==> src/rtl/mips_defs_pkg.sv <==
// Shared MIPS opcode/funct constants, field ranges and instruction-class decode.
// The forwarding controller reuses the same decode functions.
package mips_defs;

  localparam int OP_HI    = 31;
  localparam int OP_LO    = 26;
  localparam int RS_HI    = 25;
  localparam int RS_LO    = 21;
  localparam int RT_HI    = 20;
  localparam int RT_LO    = 16;
  localparam int RD_HI    = 15;
  localparam int RD_LO    = 11;
  localparam int FUNCT_HI = 5;
  localparam int FUNCT_LO = 0;

  localparam logic [5:0] OP_SPECIAL = 6'h00;
  localparam logic [5:0] OP_REGIMM  = 6'h01;
  localparam logic [5:0] OP_JAL     = 6'h03;
  localparam logic [5:0] OP_BEQ     = 6'h04;
  localparam logic [5:0] OP_BNE     = 6'h05;
  localparam logic [5:0] OP_BGTZ    = 6'h07;
  localparam logic [5:0] OP_ADDI    = 6'h08;
  localparam logic [5:0] OP_LUI     = 6'h0F;
  localparam logic [5:0] OP_LB      = 6'h20;
  localparam logic [5:0] OP_LW      = 6'h23;
  localparam logic [5:0] OP_LHU     = 6'h25;
  localparam logic [5:0] OP_SB      = 6'h28;
  localparam logic [5:0] OP_SW      = 6'h2B;

  localparam logic [5:0] F_SLL   = 6'h00;
  localparam logic [5:0] F_SRL   = 6'h02;
  localparam logic [5:0] F_SRA   = 6'h03;
  localparam logic [5:0] F_JR    = 6'h08;
  localparam logic [5:0] F_JALR  = 6'h09;
  localparam logic [5:0] F_MFHI  = 6'h10;
  localparam logic [5:0] F_MTHI  = 6'h11;
  localparam logic [5:0] F_MFLO  = 6'h12;
  localparam logic [5:0] F_MTLO  = 6'h13;
  localparam logic [5:0] F_MULT  = 6'h18;
  localparam logic [5:0] F_MULTU = 6'h19;
  localparam logic [5:0] F_DIV   = 6'h1A;
  localparam logic [5:0] F_DIVU  = 6'h1B;

  function automatic logic is_load(input logic [5:0] op);
    return (op >= OP_LB) && (op <= OP_LHU);
  endfunction

  function automatic logic is_store(input logic [5:0] op);
    return (op >= OP_SB) && (op <= OP_SW);
  endfunction

  function automatic logic is_cal_i(input logic [5:0] op);
    return (op >= OP_ADDI) && (op <= OP_LUI);
  endfunction

  function automatic logic is_branch(input logic [5:0] op);
    return (op == OP_REGIMM) || ((op >= OP_BEQ) && (op <= OP_BGTZ));
  endfunction

  function automatic logic is_jal(input logic [5:0] op);
    return op == OP_JAL;
  endfunction

  function automatic logic is_mdu_op(input logic [5:0] op, input logic [5:0] fn);
    return (op == OP_SPECIAL) && (fn >= F_MULT) && (fn <= F_DIVU);
  endfunction

  function automatic logic is_mdu_rw(input logic [5:0] op, input logic [5:0] fn);
    return ((op == OP_SPECIAL) && (fn >= F_MFHI) && (fn <= F_MTLO)) || is_mdu_op(op, fn);
  endfunction

  function automatic logic is_cal_r(input logic [5:0] op, input logic [5:0] fn);
    return (op == OP_SPECIAL) && !((fn == F_JR) || (fn == F_JALR) || (fn == F_MTHI) ||
                                   (fn == F_MTLO) || is_mdu_op(op, fn));
  endfunction

  function automatic logic tuse0_rs(input logic [5:0] op, input logic [5:0] fn);
    return is_branch(op) || ((op == OP_SPECIAL) && ((fn == F_JR) || (fn == F_JALR)));
  endfunction

  function automatic logic tuse0_rt(input logic [5:0] op);
    return (op == OP_BEQ) || (op == OP_BNE);
  endfunction

  function automatic logic tuse1_rs(input logic [5:0] op, input logic [5:0] fn);
    return (is_cal_r(op, fn) && !((fn == F_SLL) || (fn == F_SRL) || (fn == F_SRA) ||
                                  (fn == F_MFHI) || (fn == F_MFLO))) ||
           (is_cal_i(op) && (op != OP_LUI)) || is_load(op) || is_store(op) ||
           is_mdu_op(op, fn) || ((op == OP_SPECIAL) && ((fn == F_MTHI) || (fn == F_MTLO)));
  endfunction

  function automatic logic tuse1_rt(input logic [5:0] op, input logic [5:0] fn);
    return (is_cal_r(op, fn) && !((fn == F_MFHI) || (fn == F_MFLO))) || is_mdu_op(op, fn);
  endfunction

  // jal/jalr deliberately report no destination: forwarding covers their link write.
  function automatic logic [4:0] dest_of(input logic [5:0] op, input logic [5:0] fn,
                                         input logic [4:0] rt, input logic [4:0] rd);
    if (is_cal_r(op, fn)) begin
      return rd;
    end else if (is_cal_i(op) || is_load(op)) begin
      return rt;
    end else begin
      return 5'd0;
    end
  endfunction

  function automatic logic reads_in_d(input logic [5:0] op, input logic [5:0] fn,
                                      input logic [4:0] rs, input logic [4:0] rt,
                                      input logic [4:0] r);
    return (tuse0_rs(op, fn) && (rs == r)) || (tuse0_rt(op) && (rt == r));
  endfunction

  function automatic logic reads_by_e(input logic [5:0] op, input logic [5:0] fn,
                                      input logic [4:0] rs, input logic [4:0] rt,
                                      input logic [4:0] r);
    return reads_in_d(op, fn, rs, rt, r) ||
           (tuse1_rs(op, fn) && (rs == r)) || (tuse1_rt(op, fn) && (rt == r));
  endfunction

endpackage

==> src/rtl/pipe_ir_stall_mdu_busy_ctr.sv <==
// Multiply/divide occupancy counter: loaded when an mdu op sits in E,
// then counts down; mdu_busy mirrors (counter != 0) as a register.
module mdu_busy_ctr #(
  parameter int MULT_CYCLES = 5,
  parameter int DIV_CYCLES  = 10,
  parameter int CNT_W       = 4
) (
  input  logic clk,
  input  logic reset,
  input  logic start,
  input  logic is_div,
  output logic mdu_busy
);

  logic [CNT_W-1:0] cnt_r;
  logic [CNT_W-1:0] cnt_nxt_s;

  // Next counter value: reload on a new mdu op, otherwise count down to zero.
  always_comb begin
    cnt_nxt_s = cnt_r;
    if (start) begin
      if (is_div) begin
        cnt_nxt_s = CNT_W'(DIV_CYCLES);
      end else begin
        cnt_nxt_s = CNT_W'(MULT_CYCLES);
      end
    end else if (cnt_r != {CNT_W{1'b0}}) begin
      cnt_nxt_s = cnt_r - CNT_W'(1);
    end else begin
      cnt_nxt_s = cnt_r;
    end
  end

  // Counter and busy flag registers.
  always_ff @(posedge clk or posedge reset) begin
    if (reset) begin
      cnt_r    <= {CNT_W{1'b0}};
      mdu_busy <= 1'b0;
    end else begin
      cnt_r    <= cnt_nxt_s;
      mdu_busy <= (cnt_nxt_s != {CNT_W{1'b0}});
    end
  end

endmodule

==> src/rtl/pipe_ir_stall.sv <==
// D/E/M/W instruction registers with Tuse/Tnew stall detection and
// multiply/divide occupancy tracking.
module pipe_ir_stall
  import mips_defs::*;
#(
  parameter int MULT_CYCLES = 5,
  parameter int DIV_CYCLES  = 10,
  parameter int CNT_W       = 4
) (
  input  logic        clk,
  input  logic        reset,
  input  logic [31:0] IR_F,
  output logic [31:0] IR_D,
  output logic [31:0] IR_E,
  output logic [31:0] IR_M,
  output logic [31:0] IR_W,
  output logic        stall,
  output logic        mdu_busy
);

  logic [5:0] op_d_s, fn_d_s, op_e_s, fn_e_s, op_m_s, fn_m_s;
  logic [4:0] rs_d_s, rt_d_s, dest_e_s, dest_m_s;
  logic       hz_load_e_s, hz_cal_e_s, hz_load_m_s, hz_mdu_s;
  logic       mdu_start_s, mdu_div_s;

  // Field extraction and hazard rules; a zero destination never stalls.
  always_comb begin
    op_d_s   = IR_D[OP_HI:OP_LO];
    fn_d_s   = IR_D[FUNCT_HI:FUNCT_LO];
    rs_d_s   = IR_D[RS_HI:RS_LO];
    rt_d_s   = IR_D[RT_HI:RT_LO];
    op_e_s   = IR_E[OP_HI:OP_LO];
    fn_e_s   = IR_E[FUNCT_HI:FUNCT_LO];
    op_m_s   = IR_M[OP_HI:OP_LO];
    fn_m_s   = IR_M[FUNCT_HI:FUNCT_LO];
    dest_e_s = dest_of(op_e_s, fn_e_s, IR_E[RT_HI:RT_LO], IR_E[RD_HI:RD_LO]);
    dest_m_s = dest_of(op_m_s, fn_m_s, IR_M[RT_HI:RT_LO], IR_M[RD_HI:RD_LO]);

    hz_load_e_s = is_load(op_e_s) && (dest_e_s != 5'd0) &&
                  reads_by_e(op_d_s, fn_d_s, rs_d_s, rt_d_s, dest_e_s);
    hz_cal_e_s  = (is_cal_r(op_e_s, fn_e_s) || is_cal_i(op_e_s)) && (dest_e_s != 5'd0) &&
                  reads_in_d(op_d_s, fn_d_s, rs_d_s, rt_d_s, dest_e_s);
    hz_load_m_s = is_load(op_m_s) && (dest_m_s != 5'd0) &&
                  reads_in_d(op_d_s, fn_d_s, rs_d_s, rt_d_s, dest_m_s);
    hz_mdu_s    = is_mdu_rw(op_d_s, fn_d_s) && (mdu_busy || is_mdu_op(op_e_s, fn_e_s));

    stall       = hz_load_e_s || hz_cal_e_s || hz_load_m_s || hz_mdu_s;
    mdu_start_s = is_mdu_op(op_e_s, fn_e_s);
    mdu_div_s   = (fn_e_s == F_DIV) || (fn_e_s == F_DIVU);
  end

  // Pipeline advance; on stall D holds and a nop bubble enters E.
  always_ff @(posedge clk or posedge reset) begin
    if (reset) begin
      IR_D <= 32'd0;
      IR_E <= 32'd0;
      IR_M <= 32'd0;
      IR_W <= 32'd0;
    end else if (stall) begin
      IR_D <= IR_D;
      IR_E <= 32'd0;
      IR_M <= IR_E;
      IR_W <= IR_M;
    end else begin
      IR_D <= IR_F;
      IR_E <= IR_D;
      IR_M <= IR_E;
      IR_W <= IR_M;
    end
  end

  mdu_busy_ctr #(
    .MULT_CYCLES(MULT_CYCLES),
    .DIV_CYCLES (DIV_CYCLES),
    .CNT_W      (CNT_W)
  ) u_mdu_busy_ctr (
    .clk     (clk),
    .reset   (reset),
    .start   (mdu_start_s),
    .is_div  (mdu_div_s),
    .mdu_busy(mdu_busy)
  );

endmodule

==> config.mk <==
export PLATFORM = sky130hd
export DESIGN_NAME = pipe_ir_stall
export DESIGN_NICKNAME = d
export VERILOG_FILES = /design/src/rtl/mips_defs_pkg.sv /design/src/rtl/pipe_ir_stall_mdu_busy_ctr.sv /design/src/rtl/pipe_ir_stall.sv
export SDC_FILE = /design/constraint.sdc
export NUM_CORES = 1
export LEC_CHECK = 0
export BUFFER_PORTS_ARGS = -buffer_cell sky130_fd_sc_hd__buf_2
export CORE_UTILIZATION = 47
export CTS_BUF_LIST = sky130_fd_sc_hd__clkbuf_4 sky130_fd_sc_hd__clkbuf_8
export CTS_CLUSTER_SIZE = 14
export DETAILED_ROUTE_END_ITERATION = 10
export GPL_ROUTABILITY_DRIVEN = 0
export MAX_ROUTING_LAYER = met4
export PLACE_DENSITY = 0.77
export REMOVE_ABC_BUFFERS = 1
export SLEW_MARGIN = 10
export SYNTH_ARGS = -nofsm -noshare
export SYNTH_HDL_FRONTEND = slang
export SYNTH_SLANG_ARGS = --single-unit
==> constraint.sdc <==
create_clock -name clk -period 3.94 [get_ports clk]
set_input_delay 0.394 -clock clk [delete_from_list [all_inputs] [get_ports clk]]
set_output_delay 0.394 -clock clk [all_outputs]
set_load 0.005 [all_outputs]
### Word level (Yosys, flattened, before mapping)

Cells that the tools add are included.

| storage, ports and cells | value |
|---|---|
| memories kept | 0 |
| logic and storage cells | 155 |
| ROM bits | 0 |
| bits in registers | 133 |
| bits in writable memories | 0 |
| output and inout port bits | 130 |
| bits in latches | 0 |
| bits of input ports | 34 |

| operators by class | value |
|---|---|
| muxes and demuxes | 8 |
| shift operators | 0 |
| $add $sub $neg | 1 |
| $lt $le $gt $ge | 24 |
| equality and inequality tests | 26 |
| bitwise operators | 0 |
| divide/modulo/power cells | 0 |
| reduce and logical (&&, ||, !) cells | 90 |
| $mul | 0 |

Operators with widths:

| operator | count |
|---|---|
| $eq A6 B5 Y1 const B | 10 |
| $logic_or A1 B1 Y1 | 40 |
| $logic_and A1 B1 Y1 | 37 |
| $eq A6 B4 Y1 const B | 6 |
| $mux W32 | 1 |
| $ge A6 B5 Y1 const B | 4 |
| $ge A6 B6 Y1 const B | 4 |
| $le A6 B5 Y1 const B | 4 |
| $le A6 B6 Y1 const B | 4 |
| $logic_not A6 Y1 | 4 |
| $eq A5 B5 Y1 | 4 |
| $mux W5 | 4 |
| $ge A6 B4 Y1 const B | 3 |
| $le A6 B4 Y1 const B | 3 |
| $eq A6 B2 Y1 const B | 2 |
| $eq A6 B3 Y1 const B | 2 |
| $mux W4 | 3 |
| $reduce_bool A5 Y1 | 2 |
| $reduce_bool A4 Y1 | 2 |
| $eq A6 B1 Y1 const B | 1 |
| $ge A6 B3 Y1 const B | 1 |
| $le A6 B3 Y1 const B | 1 |
| $ne A6 B4 Y1 const B | 1 |
| $logic_not A1 Y1 | 5 |
| $sub A4 B1 Y4 const B | 1 |

### Logic depth before layout (Yosys ltp)

| depth | value |
|---|---|
| depth after elaboration | 21 |
| mapped depth | 11 |
| depth with buffers taken out | 9 |

### By module

From an unflattened synthesis, not the netlist that was laid out.

| unflattened totals | value |
|---|---|
| cells, all modules | 410 |
| area total of the unflattened synthesis | 5296.3 sq um |

By module, submodules not included:

| module | cells each | area an instance (sq um) | seq. area each (sq um) | times used |
|---|---|---|---|---|
| pipe_ir_stall | 379 | 4998.5 | 3203.1 | 1 |
| mdu_busy_ctr | 31 | 297.8 | 125.1 | 1 |

### Least setup slack after synthesis

OpenSTA, ideal clock, no wires.

| path | value |
|---|---|
| path type | reg2out |
| from | register IR_E[31] |
| to | output stall |
| path buffers | 2 |
| data required time | 3546 ps |
| slack | 892 ps |
| arrival time | 2654 ps |
| stages on the path, launching flop included | 12 |
| cells stage by stage | dfrtp_1 -> a21bo_1 -> mux2_2 -> o32ai_1 -> xor2_1 -> a2111oi_2 -> nand4_1 -> a21oi_2 -> nor3_2 -> buf_6 -> buf_2 -> inv_1 |

| on the way | value |
|---|---|
| word-level cells in the longest chain between the ends | 16 |
| elaborated cells on any way between the ends | 35 |
| classes of those cells | 4 x order compare; 2 x eq/ne; 2 x mux; 27 x reduce/logical |

RTL lines:

| element | line | source |
|---|---|---|
| start, declared | pipe_ir_stall.sv:14 | `output logic [31:0] IR_E,` |
| start signal, assigned | pipe_ir_stall.sv:56 | `IR_E <= 32'd0;` |
| start signal, assigned | pipe_ir_stall.sv:61 | `IR_E <= 32'd0;` |
| start signal, assigned | pipe_ir_stall.sv:66 | `IR_E <= IR_D;` |
| parallel branches: the longest is 15 deep, another holds $ge A6 B4 Y1 | n/a |  |
| $logic_or A1 B1 Y1 * | pipe_ir_stall.sv:47 | `stall = hz_load_e_s \|\| hz_cal_e_s \|\| hz_load_m_s \|\| hz_mdu_s;` |
| end, declared | pipe_ir_stall.sv:17 | `output logic stall,` |

Mark *: on every way between the ends.

### Final worst setup path

Ends and elaborated chain as after synthesis.

==> flow_summary.ini <==
[synthesis]
synth_area_per_cell_sq_um = 13.8
synth_edf_count = 0
async_flop_share = 1.00
ys_ff_latch = 133
ys.flop_type = dfrtp_1
synthCells = 375
ys_warn_count = 0
syn_area_sq_um = 5160
synth.distinct_cells = 55
yosysSeqAreaShare = 0.645

[cts]
cts_hold_buf = 0
numCtsBuffers = 17
cts.sinks = 133
clock_latency_ns = 0.42
cts_root_buf = clkbuf_8
clk_pin_slew_ns = 0.08
h-tree-depth = 4
cts_tree = built
clock_path_buffers = 2

[grt]
grt_use_total = 0.227
grt-ovfl-total = 0
grt_pass1_wl_um = 19000
top_usage_layer = met2
grt_max_degree = 118
grt_use_met2 = 0.349
use_met3 = 0.0614
antenna_found_initial = 0
grtUsageMet1 = 0.286
grt_pass1_vias = 3690

[outcome]
status = finished, final reports clean

[pwr]
p_comb_frac = 0.109
p_seq_frac = 0.485
p_sw_w = 0.000771
p_per_area_nw_per_um2 = 484
swShare = 0.242
leakage_nw = 3.18
ir_worst_vdd_v = 0.000212
clkPwrFrac = 0.406
p_int_w = 0.00242

[cells_and_area]
final_util = 0.630
fin_nets = 586
mostFrequentLayoutCells = buf_2 (163), dfrtp_1 (133), and2_1 (29), mux2_4 (20), clkbuf_8 (19)
nFillCells = 839
final_common_cell = buf_2
area_delta_synth_final_pct = 27.8
antennaDiodeCount = 0
drive_gt1_frac = 0.428

[timing]
hold_violations = 0
slew_headroom = 0.332
drv_slew = 0
fmax_ghz = 0.262
fin_crit_sh = 0.969
finalClockSkew_ns = 0.0111
period_needed_ns = 3.82
whs_ns = 0.169
worst_pin_slew_ns = 1.00
setup-violations-final = 0

[floorplanning]
pin_count = 164
dieArea_sq_um = 11400
die_h_um = 107
start_util = 0.493
coreArea_sq_um = 10500
die_w_um = 107
placementRows = 37

[worst_hold_path]
worstHoldPathCells = 2
worstHoldPathType = input pin to register
hp-start = IR_F[30]

[setup_path]
end_kind = output pin
r2r-start = IR_E[31]
crit_path_start_kind = register
worst_ep_arrival_time_ns = 3.43
r2r_cells = 10
startpoint = IR_E[31]
critPathRequiredTime_ns = 3.55
path_max_fanout = 39
crit_type = register to output pin

[placed_design]
dp_hpwl_um = 8530
portBuffers = 163

[drt]
drtIter0Drc = 268
routed_via_density = 5.22
routed-via-count = 3650
wl_per_cell_um = 17.1
drcViolationCount = 0
wl_um = 11900
ant_nets = 0
drt_first_pass_iters = 4

[run]
cap_violations = 0
-- registers in the layout (all words and copies together) (netlist names) --
signal                   flops
u_mdu_busy_ctr.cnt_r         4
IR_D                        32
IR_W                        32
IR_M                        32
IR_E                        32
u_mdu_busy_ctr.mdu_busy      1
-- power by group through the flow --
| stage | Sequential, W | Combinational (W) | Clock (W) |
|---|---|---|---|
| 3_5_place_dp | 0.00157 | 0.000346 | 0 |
| 2_1_floorplan | 0.00156 | 0.000202 | 0 |
| 4_1_cts | 0.00155 | 0.000348 | 0.00133 |
| 6_report | 0.00155 | 0.000347 | 0.00129 |
| 3_3_place_gp | 0.00156 | 0.000328 | 0 |
| 5_1_grt | 0.00156 | 0.000388 | 0.00140 |
-- critical path: stages, from the launching register on --
cell,delay (ns)
dfrtp_1,0.45
a21bo_1,0.25
mux2_2,0.32
o32ai_1,0.42
xor2_1,0.13
a2111oi_1,0.47
a32oi_1,0.14
a21oi_2,0.34
nor3_4,0.08
buf_6,0.22
inv_1,0.08
buf_2,0.10
-- path summary, 6_finish.rpt --
path / endpoint / slack, ns
min in group asynchronous: IR_M[9] / 0.20
min: IR_D[30] / 0.17
max reg2reg: IR_D[22] / 0.67
max in group asynchronous: IR_M[24] / 2.88
min reg2reg: IR_W[24] / 0.37
max: stall / 0.12
-- stage by stage --
stage	cell area [sq um]	power (W)	setup WS, ns	TNS [ns]	instances
final	6590	0.00319	0.121	0	699
after CTS	6570	0.00322	0.0681	0	698
after floorplan	5070	0.00176	-0.600	-26.44	364
after detailed placement	6100	0.00192	0.466	0	667
after global routing	6590	0.00334	-0.00924	-0.00924	699
after global placement	6100	0.00189	0.639	0	667
-- cell usage after synthesis (3+ instances only) --
cell / number / area share
o21ai_0: 12 / 0.012
nor2_1: 13 / 0.0095
nand3_1: 5 / 0.0049
dfrtp_1: 133 / 0.65
o21a_1: 3 / 0.0044
a31oi_1: 4 / 0.0049
inv_1: 12 / 0.0087
xor2_1: 15 / 0.025
nand2b_1: 7 / 0.0085
and2_1: 29 / 0.035
nor3_2: 3 / 0.0058
o32ai_1: 4 / 0.0068
nor2b_1: 7 / 0.0085
clkbuf_1: 5 / 0.0036
nand2_1: 14 / 0.010
mux2_2: 8 / 0.017
xnor2_1: 7 / 0.012
a32oi_1: 4 / 0.0068
nor4_1: 7 / 0.0085
a21oi_1: 5 / 0.0049
nor3_1: 7 / 0.0068
or4_1: 5 / 0.0073
mux2_4: 20 / 0.058
mux2i_1: 5 / 0.0097
-- final cells by class --
| class | instances | area, sq um | area share |
|---|---|---|---|
| clock inverters | 12 | 201 | 0.0306 |
| multi-input cells | 219 | 1720 | 0.262 |
| clock buffers | 19 | 262 | 0.0397 |
| inverters | 12 | 50.0 | 0.00759 |
| well taps | 136 | 170 | 0.0258 |
| flip-flops and latches | 133 | 3330 | 0.505 |
| repair buffers | 168 | 857 | 0.130 |
-- logic make-up after synthesis --
group | count (synthesis) | share of synthesized area
fa+ha+maj | 1 | 0.00243
buf+inv | 23 | 0.0252
simple gates | 109 | 0.126
xor+xnor | 22 | 0.0374
flops | 133 | 0.645
mux | 33 | 0.0854
compound gates | 54 | 0.0786
-- layer usage --
metal | routed length, um | share of wire
met4 | 204 | 0.017
met2 | 5750 | 0.48
met5 | 0 | 0
met3 | 786 | 0.066
met1 | 5190 | 0.43
-- timing repair --
| item | in CTS | in global routing |
|---|---|---|
| gates resized for setup | 1 | 3 |
| cloned | 0 | 0 |
| pin swaps | 0 | 1 |
| endpoints found under the hold margin | 0 | 0 |
| endpoints found under the setup margin | 1 | 1 |
| setup buffers | 0 | 1 |
No activity file was read; power rests on OpenSTA's default activity.
